## src/rtl/dma_copy_pkg.sv

```systemverilog
// Shared definitions for the dma_copy block-copy engine: state encodings,
// bus width constants and small helpers used by the datapath.
package dma_copy_pkg;

    // Data and address widths of the data-RAM bus.
    localparam int RegBusW      = 32;
    localparam int InstAddrBusW = 32;

    // FSM encodings.
    typedef enum logic [1:0] {
        DMA_IDLE = 2'd0,
        DMA_RD   = 2'd1,
        DMA_WR   = 2'd2,
        DMA_DONE = 2'd3
    } dma_state_e;

    // Every bus cycle moves a full 32-bit word.
    localparam logic [3:0] WordSel = 4'b1111;

    // Byte distance between consecutive words.
    localparam int WordStride = 4;

    // A byte address is word aligned when its two LSBs are zero.
    function automatic logic is_word_aligned(input logic [1:0] lsbs);
        return (lsbs == 2'b00);
    endfunction

endpackage

```

## src/rtl/dma_copy.sv

```systemverilog
// Word-granular block-copy engine. Alternates one read and one write bus
// cycle per word, copying len words from src_addr to dst_addr in ascending
// order. Bus outputs are registered from the next state so each state's
// bus cycle is valid from the start of its clock cycle.
module dma_copy
    import dma_copy_pkg::*;
#(
    parameter int ADDR_W = 32,
    parameter int LEN_W  = 16
) (
    input  logic                clk,
    input  logic                rst,
    input  logic                start,
    input  logic                abort,
    input  logic [ADDR_W-1:0]   src_addr,
    input  logic [ADDR_W-1:0]   dst_addr,
    input  logic [LEN_W-1:0]    len,
    output logic                busy,
    output logic                done,
    output logic                err,
    output logic                mem_ce_o,
    output logic                mem_we_o,
    output logic [ADDR_W-1:0]   mem_addr_o,
    output logic [3:0]          mem_sel_o,
    output logic [RegBusW-1:0]  mem_data_o,
    input  logic [RegBusW-1:0]  mem_data_i
);

    dma_state_e          state_reg, state_next;
    logic [ADDR_W-1:0]   src_reg, src_next;
    logic [ADDR_W-1:0]   dst_reg, dst_next;
    logic [LEN_W-1:0]    cnt_reg, cnt_next;
    logic [RegBusW-1:0]  buf_reg, buf_next;

    logic                busy_reg, busy_next;
    logic                done_reg, done_next;
    logic                err_reg, err_next;
    logic                ce_reg, ce_next;
    logic                we_reg, we_next;
    logic [ADDR_W-1:0]   addr_reg, addr_next;
    logic [3:0]          sel_reg, sel_next;
    logic [RegBusW-1:0]  data_reg, data_next;

    // Next-state, datapath and registered-output decode.
    always_comb begin
        state_next = state_reg;
        src_next   = src_reg;
        dst_next   = dst_reg;
        cnt_next   = cnt_reg;
        buf_next   = buf_reg;
        err_next   = 1'b0;

        case (state_reg)
            DMA_IDLE: begin
                // abort is irrelevant here; start always takes priority.
                if (start) begin
                    if (!is_word_aligned(src_addr[1:0]) || !is_word_aligned(dst_addr[1:0])) begin
                        err_next = 1'b1;
                    end else if (len == '0) begin
                        state_next = DMA_DONE;
                    end else begin
                        src_next   = src_addr;
                        dst_next   = dst_addr;
                        cnt_next   = len;
                        state_next = DMA_RD;
                    end
                end
            end
            DMA_RD: begin
                if (abort) begin
                    state_next = DMA_IDLE;
                end else begin
                    buf_next   = mem_data_i;
                    state_next = DMA_WR;
                end
            end
            DMA_WR: begin
                // The write of this cycle commits at the edge even when aborted.
                src_next = src_reg + ADDR_W'(WordStride);
                dst_next = dst_reg + ADDR_W'(WordStride);
                cnt_next = cnt_reg - LEN_W'(1);
                if (abort) begin
                    state_next = DMA_IDLE;
                end else if (cnt_reg == LEN_W'(1)) begin
                    state_next = DMA_DONE;
                end else begin
                    state_next = DMA_RD;
                end
            end
            DMA_DONE: begin
                state_next = DMA_IDLE;
            end
            default: begin
                state_next = DMA_IDLE;
            end
        endcase

        // Outputs are a function of the state being entered.
        busy_next = (state_next != DMA_IDLE);
        done_next = (state_next == DMA_DONE);
        ce_next   = (state_next == DMA_RD) || (state_next == DMA_WR);
        we_next   = (state_next == DMA_WR);
        sel_next  = ce_next ? WordSel : 4'b0000;
        addr_next = '0;
        data_next = '0;
        if (state_next == DMA_RD) begin
            addr_next = src_next;
        end else if (state_next == DMA_WR) begin
            addr_next = dst_next;
            data_next = buf_next;
        end
    end

    // State, datapath and bus output registers with synchronous reset.
    always_ff @(posedge clk) begin
        if (rst) begin
            state_reg <= DMA_IDLE;
            src_reg   <= '0;
            dst_reg   <= '0;
            cnt_reg   <= '0;
            buf_reg   <= '0;
            busy_reg  <= 1'b0;
            done_reg  <= 1'b0;
            err_reg   <= 1'b0;
            ce_reg    <= 1'b0;
            we_reg    <= 1'b0;
            addr_reg  <= '0;
            sel_reg   <= 4'b0000;
            data_reg  <= '0;
        end else begin
            state_reg <= state_next;
            src_reg   <= src_next;
            dst_reg   <= dst_next;
            cnt_reg   <= cnt_next;
            buf_reg   <= buf_next;
            busy_reg  <= busy_next;
            done_reg  <= done_next;
            err_reg   <= err_next;
            ce_reg    <= ce_next;
            we_reg    <= we_next;
            addr_reg  <= addr_next;
            sel_reg   <= sel_next;
            data_reg  <= data_next;
        end
    end

    assign busy       = busy_reg;
    assign done       = done_reg;
    assign err        = err_reg;
    assign mem_ce_o   = ce_reg;
    assign mem_we_o   = we_reg;
    assign mem_addr_o = addr_reg;
    assign mem_sel_o  = sel_reg;
    assign mem_data_o = data_reg;

endmodule

```

## config.mk

```make
export PLATFORM = sky130hd
export DESIGN_NAME = dma_copy
export DESIGN_NICKNAME = d
export VERILOG_FILES = /design/src/rtl/dma_copy_pkg.sv /design/src/rtl/dma_copy.sv
export SDC_FILE = /design/constraint.sdc
export NUM_CORES = 1
export LEC_CHECK = 0
export ABC_CLOCK_PERIOD_IN_PS = 3600
export CAP_MARGIN = 20
export CORE_ASPECT_RATIO = 1.5
export CORE_MARGIN = 2
export CORE_UTILIZATION = 45
export CTS_CLUSTER_DIAMETER = 200
export DETAILED_ROUTE_END_ITERATION = 16
export PLACE_DENSITY = 0.79
export REMOVE_ABC_BUFFERS = 1
export SLEW_MARGIN = 20
export SYNTH_ARGS = -nofsm -noshare
export SYNTH_HDL_FRONTEND = slang
export SYNTH_SLANG_ARGS = --single-unit
```

## constraint.sdc

```tcl
create_clock -name clk -period 3.6 [get_ports clk]
set_input_delay 0.54 -clock clk [delete_from_list [all_inputs] [get_ports clk]]
set_output_delay 0.54 -clock clk [all_outputs]
set_load 0.03 [all_outputs]
```

* Word-level counts from Yosys, hierarchy flattened *
Index checks and enable logic that the tools add are counted.

cells by class
  add/sub/neg operators = 3
  eq/ne operators = 10
  muxes and demuxes = 25
  bitwise gates (word level) = 3
  reduce and logical (&&, ||, !) cells = 13

operators by type and width
  kind                                                                    count
  32-bit 2-to-1 mux                                                       10
  32-bit case mux with 2 select lines                                     2
  32-bit by 3-bit adder with 32-bit output, second input constant         2
  16-bit 2-to-1 mux                                                       3
  16-bit case mux with 2 select lines                                     1
  16-bit by 1-bit equality test with 1-bit output, second input constant  1
  16-bit zero test                                                        1
  16-bit by 1-bit subtractor with 16-bit output, second input constant    1
  2-bit 2-to-1 mux                                                        6
  2-bit equality test, second input constant                              4
  2-bit case mux with 4 select lines                                      1
  2-bit zero test                                                         3
  2-bit inequality test, second input constant                            3
  3-bit OR reduction                                                      2
  2-bit by 1-bit equality test with 1-bit output, second input constant   2
  4-bit 2-to-1 mux                                                        1
  4-bit AND reduction                                                     1
  2-bit nonzero test                                                      2
  1-bit NOT                                                               3
  1-bit zero test                                                         2
  1-bit logical OR                                                        2
  1-bit 2-to-1 mux                                                        1

storage, ports and cells
  flip-flop bits (word level) = 187
  bits of input ports = 116
  logic and storage cells = 67

* Logic depth before layout (Yosys ltp) *
  depth in word-level cells = 9
  mapped depth = 15
  gate-level depth less buffers = 12

* Least setup slack after synthesis *
Ideal clock, no wire load.

  path kind = reg-to-reg
  start = register state_reg[1]
  end = register addr_reg[30] (netlist: mem_addr_o[30])
  library setup time = 0.135 ns
  arrival time = 2.668 ns
  data required time = 3.465 ns
  slack = 0.796 ns
  cell stages (with the launch flop) = 16
  buffers on the path = 4
  cells stage by stage = dfxtp_1 buf_2 nor2b_1 buf_2 nand2_1 nor4_1 a211oi_1 inv_1 ha_1 nor2b_1 clkbuf_1 and2_1 buf_1 a22o_1 a32oi_1 o311ai_1

between the ends
  word-level cells in the longest chain between the ends = 6

ends and longest elaborated chain
  element                               RTL line         source
  start: declaration                    dma_copy.sv:29   dma_state_e state_reg, state_next;
  start signal: assignment              dma_copy.sv:131  state_reg <= state_next;
  2-bit 2-to-1 mux                      dma_copy.sv:57   if (!is_word_aligned(src_addr[1:0]) || !is_word_aligned(dst_addr[1:0])) begin
  2-bit 2-to-1 mux                      dma_copy.sv:56   if (start) begin
  2-bit case mux with 4 select lines *  dma_copy.sv:53   case (state_reg)
  via state_next[1]                     dma_copy.sv:29
  2-bit equality test *                 --
  via we_next                           dma_copy.sv:39   logic we_reg, we_next;
  32-bit 2-to-1 mux *                   dma_copy.sv:108  end else if (state_next == DMA_WR) begin
  32-bit 2-to-1 mux *                   dma_copy.sv:106  if (state_next == DMA_RD) begin
  end signal: assignment                dma_copy.sv:141  addr_reg <= addr_next;
  end: declaration                      dma_copy.sv:40   logic [ADDR_W-1:0] addr_reg, addr_next;

The timed path passes the listed nets; every way through them passes the cells marked *.
A chain may end at the register's enable or synchronous reset.

* Worst setup path after layout *
Same ends and word-level chain as after synthesis.

==> reports/results.txt <==
Delay-heaviest family, CP: simple AND/OR/NAND/NOR gates
Die Area: 18490 um^2
Async S/R FF share, synth: 0%
CTS Hold Buffers Added: 0
Clock Skew: 0.01752 ns
Final setup fails: 0
Clock sinks: 183
Min Tclk post-route: 3.016 ns
Worst setup EP type: flip-flop
DP HPWL: 17.24 mm
Final design utilization: 61.61%
First-pass GRT wire length: 38.49 mm
Crit-path cells: nor2_1 > and3_1 > a211oi_1 > inv_1 > ha_1 > nor2b_2 > and2_1 > a22o_1 > a32oi_1 > o311ai_1
CTS Buffer Depth: 2
Sequential area share after synthesis: 46.80%
Area grow syn2layout: 35.35%
Vias per cell: 5.891
CP max stage cell: dfxtp_1
CP max FO: 12
GPL Wtd Cong: 0.8899
Starting density of the core: 45.52%
Final worst slack: 0.5835 ns
Flops & latches, synth: 183
Relative slew margins: 44.42%
Max-cap violations: 0
Post-route ant nets: 0
Worst Max-Slew Pin Slew: 0.8274 ns
Top sig layer: met4
RSZ-0062 raised after global routing: no
Pin count of the biggest net entering global routing: 70
H-tree Lvls: 4
Synthesized cell area: 7829 um^2
Root cell of the clock tree: clkbuf_16
Drt first pass iters: 8
Cells after Synth: 932
Port Buf Inserts: 188
Status: finished, final reports clean
WL per Instance: 18.46 um
WP data required: 3.89 ns
Min-Delay Path Class: flip-flop to flip-flop
Post-CTS sizing: 0
Io pins: 189
CP arrival: 3.31 ns
Clock transition at path regs: 0.07 ns
Tot GR Track Use: 26.07%
Final hold violation count: 0
Die Width: 111.7 um
Power Density: 402.9 nW/um^2
Core Box Area: 17200 um^2
Post-synth top flop: dfxtp_1
CTS tree: yes
Element type at the critical path start: flip-flop
Synth warnings: 0
LEAKAGE: 3.774 nW
Routed wire length on met2: 12.37 mm
Die Y: 165.5 um
Peak supply drop: 0.3176 mV
Vias in the first global route: 7678
Initial DRC count: 741
Share of layout cells above drive strength 1: 6.964%
Drt total wl: 24.63 mm
Met1 wire length: 9.602 mm
Initial antenna violation count: 1
Max-slew violation count: 0
Layout net count: 1231
Num CTS Buffers: 17
Crit Path Class: flip-flop to flip-flop
Vias: 7859
Post-synth EDFFs: 0
Worst-skew pair later-pin latency: 0.43 ns
DRC Markers: 0
Avg Inst Size Synth: 8.400 um^2
Setup bufs post-CTS: 0
F_max: 331.5 MHz
Final critical-path share of the clock period: 83.79%
Routed wl met3: 1.400 mm
Buffers & Inverters on Critical Path: 1
CP peak stage delay: 0.65 ns
Distinct cells, synth: 65
Dpl ws: 0.3228 ns
Cell Rows: 59
Global route overflow: 0
==> tightest hold or removal path, stage by stage, from the launching register on <==
cell	delay [ns]
dfxtp_1	0.30
nand2_1	0.04
a21oi_1	0.06
==> layout by cell type (no fill, tap or decap), types with 4 or more instances in the layout <==
cell type / n
a211oi_1: 17
inv_12: 4
o22ai_1: 26
clkbuf_16: 17
nand4_1: 24
a221oi_1: 5
o21ai_0: 28
a22oi_1: 6
o32ai_1: 4
nor2_1: 100
ha_1: 8
nor3_2: 4
xnor2_1: 6
clkdlybuf4s50_1: 187
nor3_1: 26
clkinv_8: 5
nand3_1: 36
o21a_1: 5
inv_1: 8
a21oi_1: 68
and2_1: 40
and3_1: 21
a31oi_1: 7
o211a_1: 6
o221ai_1: 4
o211ai_1: 6
nor4_1: 17
dfxtp_1: 183
nor2b_1: 5
o2bb2ai_1: 7
buf_4: 24
a21o_1: 5
nand2_1: 130
o311a_1: 5
a22o_1: 9
==> power breakdown <==
| part | total [W] | switching [W] | internal, W |
|---|---|---|---|
| registers | 0.00206 | 0.0000181 | 0.00204 |
| clock network | 0.00193 | 0.000961 | 0.000970 |
| logic | 0.000281 | 0.000124 | 0.000157 |
| total | 0.00427 | 0.00110 | 0.00317 |
==> logic make-up after synthesis <==
logic type                 Yosys count  share of synthesized area [%]
xor gates and xnor gates             8                         0.8950
AOI/OAI and AO/OA                  239                          20.79
DFF                                183                          46.80
muxes                                3                         0.3996
buffers and inverters               68                          3.724
and+or+nand+nor                    423                          26.11
adders and majority gates            8                          1.279
==> per-stage QoR <==
| step | hold WS, ns | setup TNS (ns) | std cells | power (W) | instance area [um^2] |
|---|---|---|---|---|---|
| after global placement | 0.4395 | 0 | 1301 | 0.002380 | 9962 |
| after CTS | 0.4575 | 0 | 1333 | 0.004292 | 10590 |
| final | 0.4562 | 0 | 1334 | 0.004270 | 10600 |
| after global routing | 0.4739 | 0 | 1334 | 0.004402 | 10600 |
| after detailed placement | 0.4464 | 0 | 1301 | 0.002380 | 9962 |
| after floorplan | 0.4267 | -62.87 | 874 | 0.002180 | 7575 |
==> layout make-up <==
class	instances	area [um^2]
tap	213	266.5
fill	1482	6604
timing repair buffer	214	2112
clock inverter	15	206.4
clock buffer	17	425.4
antenna	1	2.502
sequential	183	3664
inverter	10	37.54
multi-input combinational	681	3882
==> cells in the mapped netlist (all sizes together), types with 5 or more instances <==
cell type,count,area share (%)
buf,24,1.6
a31oi,7,0.56
a211oi,17,1.6
nand4,24,1.9
o311a,5,0.64
clkbuf,34,1.6
nor2,100,4.8
xnor2,6,0.67
inv,8,0.38
nor2b,6,0.48
a21o,5,0.48
and2,41,3.3
o2bb2ai,7,0.78
a21oi,68,4.3
nand2,131,6.3
and3,21,1.7
a22o,9,1.0
nor3,30,2.1
nor4,20,1.8
dfxtp,183,47
o22ai,27,2.2
o21ai,28,1.8
o211a,6,0.77
a22oi,6,0.58
a221oi,5,0.56
ha,8,1.3
nand3,37,2.4
o21a,5,0.48
o211ai,6,0.58
==> worst paths after layout <==
| kind | from | end | slack, ns | cells after the start |
|---|---|---|---|---|
| worst min-delay path | buf_reg[13]$_SDFF_PP0_ | buf_reg[13]$_SDFF_PP0_ | 0.46 | 2 |
| worst max register to register | state_reg[1]$_SDFF_PP0_ | mem_addr_o[30]$_SDFF_PP0_ | 0.58 | 10 |
| worst max-delay path | state_reg[1]$_SDFF_PP0_ | mem_addr_o[30]$_SDFF_PP0_ | 0.58 | 10 |
| worst min register to register | buf_reg[13]$_SDFF_PP0_ | buf_reg[13]$_SDFF_PP0_ | 0.46 | 2 |
==> per-layer routing <==
metal / vias to the layer above / global-route usage (%)
li1: 3743 / -
met1: 3664 / 30.26
met2: 359 / 45.92
met3: 93 / 4.197
met4: 0 / 14.25
met5: - / 0
Note: power is estimated with default switching activity, not from simulation.
